<file path="config.mk">
export PLATFORM = sky130hd
export DESIGN_NAME = axis_rr_arbiter
export DESIGN_NICKNAME = d
export VERILOG_FILES = /design/src/rtl/axis_arb_pkg.sv /design/src/rtl/rr_pick.sv /design/src/rtl/axis_rr_arbiter.sv
export SDC_FILE = /design/constraint.sdc
export NUM_CORES = 1
export LEC_CHECK = 0
export BUFFER_PORTS_ARGS = -buffer_cell sky130_fd_sc_hd__buf_4
export CAP_MARGIN = 20
export CORE_UTILIZATION = 25
export DETAILED_ROUTE_END_ITERATION = 7
export HOLD_SLACK_MARGIN = 0.08
export PLACE_DENSITY = 0.67
export SLEW_MARGIN = 20
export SYNTH_ARGS = -nofsm -noshare
export SYNTH_HDL_FRONTEND = slang
export SYNTH_SLANG_ARGS = --single-unit
</file>
<file path="constraint.sdc">
create_clock -name aclk -period 4.8 [get_ports aclk]
set_input_delay 0.48 -clock aclk [delete_from_list [all_inputs] [get_ports aclk]]
set_output_delay 0.48 -clock aclk [all_outputs]
set_load 0.005 [all_outputs]
</file>
<file path="src/rtl/axis_arb_pkg.sv">
// Shared types and constants for the packet-granular AXI4-Stream round-robin arbiter.
package axis_arb_pkg;

  typedef enum logic {
    ARB_IDLE = 1'b0,
    ARB_BUSY = 1'b1
  } arb_state_t;

  localparam int DEF_DATA_WIDTH = 32;
  localparam int DEF_N_PORTS    = 4;
  localparam int DEF_ID_WIDTH   = 2;
  localparam int DEF_MAX_BEATS  = 256;

  function automatic int clog2(input int value);
    int res;
    res = 0;
    for (int i = 0; i < 31; i++) begin
      if ((1 << i) < value) res = i + 1;
    end
    return res;
  endfunction

endpackage

</file>
<file path="src/rtl/rr_pick.sv">
// Combinational circular find-first: lowest set req bit at or after start, wrapping.
module rr_pick
  import axis_arb_pkg::*;
#(
  parameter int N_PORTS  = DEF_N_PORTS,
  parameter int ID_WIDTH = DEF_ID_WIDTH
) (
  input  logic [N_PORTS-1:0]  req,
  input  logic [ID_WIDTH-1:0] start,
  output logic                found,
  output logic [ID_WIDTH-1:0] idx
);

  localparam int W2 = 2 * N_PORTS;

  logic [W2-1:0] dbl_req;
  logic [W2-1:0] start_mask;
  logic [W2-1:0] masked;

  // Upper copy of req covers the wrap; indices above N_PORTS fold back by subtraction.
  always_comb begin
    dbl_req    = {req, req};
    start_mask = {W2{1'b1}} << start;
    masked     = dbl_req & start_mask;
    found      = |req;
    idx        = '0;
    for (int i = W2 - 1; i >= 0; i--) begin
      if (masked[i]) idx = (i >= N_PORTS) ? ID_WIDTH'(i - N_PORTS) : ID_WIDTH'(i);
    end
  end

endmodule

</file>
<file path="src/rtl/axis_rr_arbiter.sv">
// Packet-granular round-robin arbiter sharing one AXI4-Stream sink between N_PORTS sources;
// grant held from first beat to tlast, source index on m_tid, oversize packets cut at MAX_BEATS.
module axis_rr_arbiter
  import axis_arb_pkg::*;
#(
  parameter int DATA_WIDTH = DEF_DATA_WIDTH,
  parameter int N_PORTS    = DEF_N_PORTS,
  parameter int ID_WIDTH   = DEF_ID_WIDTH,
  parameter int MAX_BEATS  = DEF_MAX_BEATS
) (
  input  logic                          aclk,
  input  logic                          aresetn,
  input  logic [N_PORTS*DATA_WIDTH-1:0] s_tdata,
  input  logic [N_PORTS-1:0]            s_tvalid,
  input  logic [N_PORTS-1:0]            s_tlast,
  output logic [N_PORTS-1:0]            s_tready,
  output logic [DATA_WIDTH-1:0]         m_tdata,
  output logic [ID_WIDTH-1:0]           m_tid,
  output logic                          m_tlast,
  output logic                          m_tvalid,
  input  logic                          m_tready,
  output logic                          busy,
  output logic                          err_oversize,
  input  logic                          err_clr
);

  localparam int CNT_W = clog2(MAX_BEATS);

  arb_state_t          state_reg, state_next;
  logic [ID_WIDTH-1:0] grant_reg, grant_next;
  logic [ID_WIDTH-1:0] rr_ptr_reg, rr_ptr_next;
  logic [CNT_W-1:0]    beat_cnt_reg, beat_cnt_next;
  logic                err_reg, err_next;

  logic [ID_WIDTH-1:0]   grant_inc;
  logic [ID_WIDTH-1:0]   pick_start;
  logic [ID_WIDTH-1:0]   pick_idx;
  logic                  pick_found;
  logic [N_PORTS-1:0]    pick_req;
  logic [N_PORTS-1:0]    own_mask;
  logic                  sel_tvalid;
  logic                  sel_tlast;
  logic [DATA_WIDTH-1:0] sel_tdata;
  logic                  at_limit;
  logic                  force_cut;
  logic                  accept;

  assign grant_inc  = (grant_reg == ID_WIDTH'(N_PORTS - 1)) ? '0 : grant_reg + 1'b1;
  assign sel_tvalid = s_tvalid[grant_reg];
  assign sel_tlast  = s_tlast[grant_reg];
  assign sel_tdata  = s_tdata[grant_reg*DATA_WIDTH +: DATA_WIDTH];
  assign at_limit   = (beat_cnt_reg == CNT_W'(MAX_BEATS - 1));
  assign force_cut  = at_limit & ~sel_tlast;

  always_comb begin
    m_tvalid = 1'b0;
    m_tlast  = 1'b0;
    m_tdata  = '0;
    m_tid    = '0;
    s_tready = '0;
    if (state_reg == ARB_BUSY) begin
      m_tvalid            = sel_tvalid;
      m_tlast             = sel_tlast | at_limit;
      m_tdata             = sel_tdata;
      m_tid               = grant_reg;
      s_tready[grant_reg] = m_tready;
    end
  end

  assign accept = m_tvalid & m_tready;

  // At end of packet the finishing port's tvalid still shows its last beat, not a new
  // request, so it is excluded; a genuine follow-on request is picked up from IDLE.
  always_comb begin
    own_mask            = '0;
    own_mask[grant_reg] = 1'b1;
  end

  assign pick_req   = (state_reg == ARB_BUSY) ? (s_tvalid & ~own_mask) : s_tvalid;
  assign pick_start = (state_reg == ARB_IDLE) ? rr_ptr_reg : grant_inc;

  rr_pick #(
    .N_PORTS  (N_PORTS),
    .ID_WIDTH (ID_WIDTH)
  ) u_pick (
    .req   (pick_req),
    .start (pick_start),
    .found (pick_found),
    .idx   (pick_idx)
  );

  always_comb begin
    state_next    = state_reg;
    grant_next    = grant_reg;
    rr_ptr_next   = rr_ptr_reg;
    beat_cnt_next = beat_cnt_reg;
    err_next      = err_reg;
    if (err_clr) err_next = 1'b0;
    case (state_reg)
      ARB_IDLE: begin
        if (pick_found) begin
          grant_next    = pick_idx;
          beat_cnt_next = '0;
          state_next    = ARB_BUSY;
        end
      end
      ARB_BUSY: begin
        if (accept) begin
          if (force_cut) err_next = 1'b1;
          if (m_tlast) begin
            rr_ptr_next   = grant_inc;
            beat_cnt_next = '0;
            if (pick_found) grant_next = pick_idx;
            else            state_next = ARB_IDLE;
          end else begin
            beat_cnt_next = beat_cnt_reg + 1'b1;
          end
        end
      end
      default: state_next = ARB_IDLE;
    endcase
  end

  always_ff @(posedge aclk or negedge aresetn) begin
    if (!aresetn) begin
      state_reg    <= ARB_IDLE;
      grant_reg    <= '0;
      rr_ptr_reg   <= '0;
      beat_cnt_reg <= '0;
      err_reg      <= 1'b0;
    end else begin
      state_reg    <= state_next;
      grant_reg    <= grant_next;
      rr_ptr_reg   <= rr_ptr_next;
      beat_cnt_reg <= beat_cnt_next;
      err_reg      <= err_next;
    end
  end

  assign busy         = (state_reg == ARB_BUSY);
  assign err_oversize = err_reg;

endmodule

</file>
* Word-level counts from Yosys, hierarchy flattened
Cells that the tools add are included.
** Word-level totals
- Register bits after elaboration :: 14
- Input port bits :: 140
- Output and inout bits :: 42
- Word-level logic and storage cells :: 68
** Operators by class
- Add/sub/neg operators :: 2
- Order comparisons :: 2
- Equal/unequal tests :: 5
- Shift operators :: 2
- Mux-type cells :: 38
- Bitwise gates (word level) :: 9
- Reductions and logical operators :: 5
** Operator list (count)
- variable part select 128 x 8 -> 32 bit :: 1
- two-way mux 32 bit :: 1
- two-way mux 2 bit :: 14
- two-way mux 8 bit :: 3
- one-hot mux 8 bit (2 select lines) :: 1
- two-way mux 1 bit :: 12
- adder 8 x 1 -> 8 bit (second input constant) :: 1
- bitwise AND 4 bit :: 2
- bitwise AND 8 bit :: 1
- equality test 8 bit (second input constant) :: 1
- two-way mux 4 bit :: 2
- << shifter 8 x 2 -> 8 bit (first input constant) :: 1
- binary-select mux 1 bit (select 2 bit) :: 2
- != test 2 bit (second input constant) :: 2
- NOT 4 bit :: 1
- one-hot mux 2 bit (2 select lines) :: 1
- AND reduction 2 bit :: 2
- OR reduction 4 bit :: 1
- < comparator 2 x 3 -> 1 bit (second input constant) :: 1
- AND reduction 3 bit :: 1
- adder 2 x 1 -> 2 bit (second input constant) :: 1
- bitwise AND 1 bit :: 2
- demux 1 bit (select 2 bit) :: 1
- equality test 2 bit (second input constant) :: 1
- 6 further kinds :: 7

* Longest topological paths before layout
- Word-level depth :: 20
- Mapped depth :: 9
- Gate-level depth less buffers :: 7

* Cells and area by module
A second synthesis with hierarchy kept.
** Unflattened totals
- Cells, all modules :: 185
- Area total of the unflattened synthesis :: 1984.4 um^2
** Modules (own cells, without submodules)
- axis_rr_arbiter :: instances 1, cells an instance 173, area an instance 1906.8 um^2, seq. area each 350.3 um^2
- rr_pick :: instances 1, cells an instance 12, area an instance 77.6 um^2, seq. area each 0.0 um^2

* Worst setup path after synthesis
OpenSTA, ideal clock, no wires.
- Path type :: register to register
- Start :: reg grant_reg[1]
- End :: reg grant_reg[1]
- Setup time :: 126 ps
- Arrival time :: 2006 ps
- Required time :: 4674 ps
- Path slack :: 2668 ps
- Cell stages (with the launch flop) :: 9
- Buffers on the path :: 2
- Clock period less this slack :: 2132 ps
- Cell sequence :: dfrtp_1 > clkbuf_1 > buf_1 > inv_1 > ha_1 > o221a_2 > o211a_1 > o22ai_1 > mux2i_1
** On the way
- Cells in the longest elaborated chain, start to end :: 20
- Elaborated cells between the ends (all ways) :: 38
- Those cells by class :: 1 x add/sub; 2 x order compare; 3 x eq/ne; 1 x shift; 23 x mux; 5 x bitwise; 3 x reduce/logical
** Ends and longest elaborated chain
- start, declared :: RTL line axis_rr_arbiter.sv:30 : logic [ID_WIDTH-1:0] grant_reg, grant_next;
- start signal, assigned :: RTL line axis_rr_arbiter.sv:133 : grant_reg <= grant_next;
- < comparator 2 x 3 -> 1 bit (implied by the code) / >= comparator 2 x 1 -> 1 bit (equally long branches) :: RTL line axis_rr_arbiter.sv:76 : own_mask[grant_reg] = 1'b1;
- logical AND 1 bit (implied by the code) :: RTL line axis_rr_arbiter.sv:76
- two-way mux 1 bit (implied by the code) :: RTL line axis_rr_arbiter.sv:76
- demux 1 bit (select 2 bit) :: RTL line axis_rr_arbiter.sv:76
- NOT 4 bit :: RTL line axis_rr_arbiter.sv:79 : assign pick_req = (state_reg == ARB_BUSY) ? (s_tvalid & ~own_mask) : s_tvalid;
- bitwise AND 4 bit :: RTL line axis_rr_arbiter.sv:79
- two-way mux 4 bit :: RTL line axis_rr_arbiter.sv:79
- bitwise AND 8 bit :: RTL line rr_pick.sv:24 : masked = dbl_req & start_mask;
- two-way mux 2 bit (8 in series) :: RTL line rr_pick.sv:28 : if (masked[i]) idx = (i >= N_PORTS) ? ID_WIDTH'(i - N_PORTS) : ID_WIDTH'(i);
- two-way mux 2 bit :: RTL line axis_rr_arbiter.sv:101, axis_rr_arbiter.sv:113
- two-way mux 2 bit :: RTL line axis_rr_arbiter.sv:110 : if (m_tlast) begin
- two-way mux 2 bit :: RTL line axis_rr_arbiter.sv:108 : if (accept) begin
- one-hot mux 2 bit (2 select lines) :: RTL line axis_rr_arbiter.sv:99 : case (state_reg)
Several ways; a longest one is shown, not always the timed one. The select of a mux whose other input is x is not followed.
A chain may end at the register's enable or synchronous reset.

* Worst setup path after layout
- Start :: reg grant_reg[0]
- End :: out m_tdata[31]
** On the way
- Cells in the longest elaborated chain, start to end :: 2
** Ends and longest elaborated chain
- variable part select 128 x 8 -> 32 bit :: RTL line axis_rr_arbiter.sv:51 : assign sel_tdata = s_tdata[grant_reg*DATA_WIDTH +: DATA_WIDTH];
- two-way mux 32 bit :: RTL line axis_rr_arbiter.sv:61 : if (state_reg == ARB_BUSY) begin
- end, declared :: RTL line axis_rr_arbiter.sv:17 : output logic [DATA_WIDTH-1:0] m_tdata,
No other way between the ends.

==> reports/qor.csv <==
metric,value,unit
status,"complete, no violations",
synth_xor_area_share,0,%
vias_per_cell,5.05,
slowest_stage,dfrtp_2,
vdd_drop_max,0.000191,V
worstSetupPathType,register to output port,
clock_skew,3.50,ps
drt.antenna.violating_nets,0,
worst_slew_pin_slew,855,ps
post-cts-setup-buffers,0,
vias,2364,
p_leak,1.68,nW
worst-path-max-fanout,25,
grt_pass1_wl,13100,um
routedWlPerCell,17.6,um
setup_viol_count_final,0,
portBuffers,181,
fp-row-count,32,
dp.cells,462,
grt_use_total,20.0,%
start_kind,register,
synth_seq_cells,14,
synth_top_family_by_area,multiplexers,
cts_max_level,1,
layout-drive-gt1-share,62.5,%
fin_ws,2030,ps
syn_area,2030,um^2
p_total,1.55,mW
synth_flop_cell,dfrtp_1,
drv_slew,0,
clkTransAtPathRegs,60,ps
synth_compound_area_share,11.2,%
endpoint_kind,output port,
power_density,438,nW/um^2
synth-adder-area-share,3.09,%
finalCritPeriodShare,57.8,%
drt_first_pass_iters,4,
antenna_found_initial,1,
post-place-ws,2210,ps
die_w,92.0,um
yosys_warnings,0,
fmax,360,MHz
hold_viol,0,
fin_crit,2770,ps
synthMuxAreaShare,40.6,%
ys_seq_area_share,17.3,%
stdcell_count,468,
synthSimpleGateAreaFrac,22.7,%
synth.distinct_cells,40,
drt_iter0_markers,125,
clock_path_buffers,2,
crit_family,flip-flops,
synth-edff-count,0,
dpl.hpwl,6940,um
drc,0,
overflow,0,
gp_congestion,0.843,
die_h,92.0,um
cp_slowest_stage_delay,630,ps
synth_top_cell_by_area,mux4_2,
cts_tree,built,
postRouteWirelength,8220,um
start_util,26.1,%
hp-class,primary input to register,
synth_top_area_share,36.7,%
largest_register_ffs,8,
post_synth.cell_area_avg,10.6,um^2
crit_required,4320,ps
rsz0062_at_grt,no,
tns,0,ps
cts_num_sinks,14,
numCtsBuffers,3,
grt_pass1_vias,2568,
io_pins,182,
cap_violations,0,
dieArea,8470,um^2
cts-root-buf,clkbuf_8,
cp.arrival,2290,ps
clock_latency,240,ps
core_area,7770,um^2
area_growth,74.2,%
synthArstFlopShare,100,%
path_cells,"buf_4, mux4_1, and2_1, buf_4",
layout.nets,511,
synth_nets,336,
synthTopCellsByArea,"mux4_2 (37%), dfrtp_1 (17%), and2_1 (11%)",
crit_top_cell,buf_4,
cp.buffers_inverters,2,
relSlewSlack,43.0,%
netlist_instances,191,
grt_max_degree,57,
layer usage:
metal  share of wire [%]  GRT usage (%)
met5                   0              0
met3                 7.5           5.06
met4                 3.2           8.59
met2                  50           33.6
met1                  39           24.3
what timing repair did:
item / CTS / global route
gates resized for setup: 0 / 0
endpoints found under the hold margin: 9 / 0
hold buffers: 1 / 0
per-stage QoR:
stage	util [%]	hold WS, ps	instance area, um^2
global placement	44.6	337	3460
detailed placement	44.6	343	3460
finish	45.4	444	3530
CTS	45.4	445	3530
global route	45.4	426	3530
floorplan	-	184	2030
cells in the final DEF (no fill, tap or decap), types with 2 or more instances in the layout:
cell,count
mux2i_1,2
mux2_2,3
inv_1,7
a21oi_1,6
clkbuf_8,4
a31oi_1,2
or3_1,2
nor2b_1,2
and2_1,35
nand3b_1,3
dfrtp_1,13
and3_1,7
a21boi_0,2
nand3_1,3
nor2_1,11
and3b_1,2
nand2b_1,4
buf_4,184
o22ai_1,3
o21ai_0,9
ha_1,5
mux4_2,33
nand2_1,4
a211oi_1,3
kinds of logic (layout without fill, tap and decap cells):
kind of cell,Yosys count,count (layout)
adder cells (fa/ha/maj),5,5
buffers and inverters,22,196
other,0,1
AO/OA/AOI/OAI,34,34
AND/OR/NAND/NOR,77,77
multiplexers,39,39
flip-flops,14,14
path summary, 6_finish.rpt:
| kind | from | to | slack, ps | cells past startpoint |
|---|---|---|---|---|
| max reg2reg | grant_reg[1] | grant_reg[0] | 2330 | 7 |
| min in group asynchronous | aresetn | beat_cnt_reg[7] | 630 | 2 |
| min reg2reg | beat_cnt_reg[0] | beat_cnt_reg[0] | 510 | 1 |
| min | err_clr | err_oversize | 440 | 2 |
| max | grant_reg[0] | m_tdata[31] | 2030 | 4 |
| max in group asynchronous | aresetn | grant_reg[0] | 3990 | 2 |
layout make-up:
| class | instances | area, um^2 |
|---|---|---|
| clock buffer | 4 | 55.1 |
| inverter | 7 | 26.3 |
| timing repair buffer | 185 | 1390 |
| fill | 764 | 4240 |
| multi-input combinational | 155 | 1570 |
| tap | 102 | 128 |
| sequential | 14 | 352 |
| antenna | 1 | 2.50 |
cell usage after synthesis (3+ instances only):
master	instances
and3_1	7
a211oi_1	3
ha_1	5
mux4_2	33
nand2_1	4
nand2b_1	4
mux2_2	3
buf_2	3
o21ai_0	9
nand3b_1	3
nand3_1	3
nor2_1	11
dfrtp_1	14
clkbuf_1	8
and2_1	35
inv_1	7
a21oi_1	6
o22ai_1	3
power breakdown:
part           leakage [nW]  switching, mW  internal [mW]
Combinational          1.47          0.458          0.751
Clock                0.0288         0.0402         0.0725
Sequential            0.179         0.0790          0.146
Total                  1.68          0.577          0.969
Note: power is estimated with default switching activity, not from simulation.
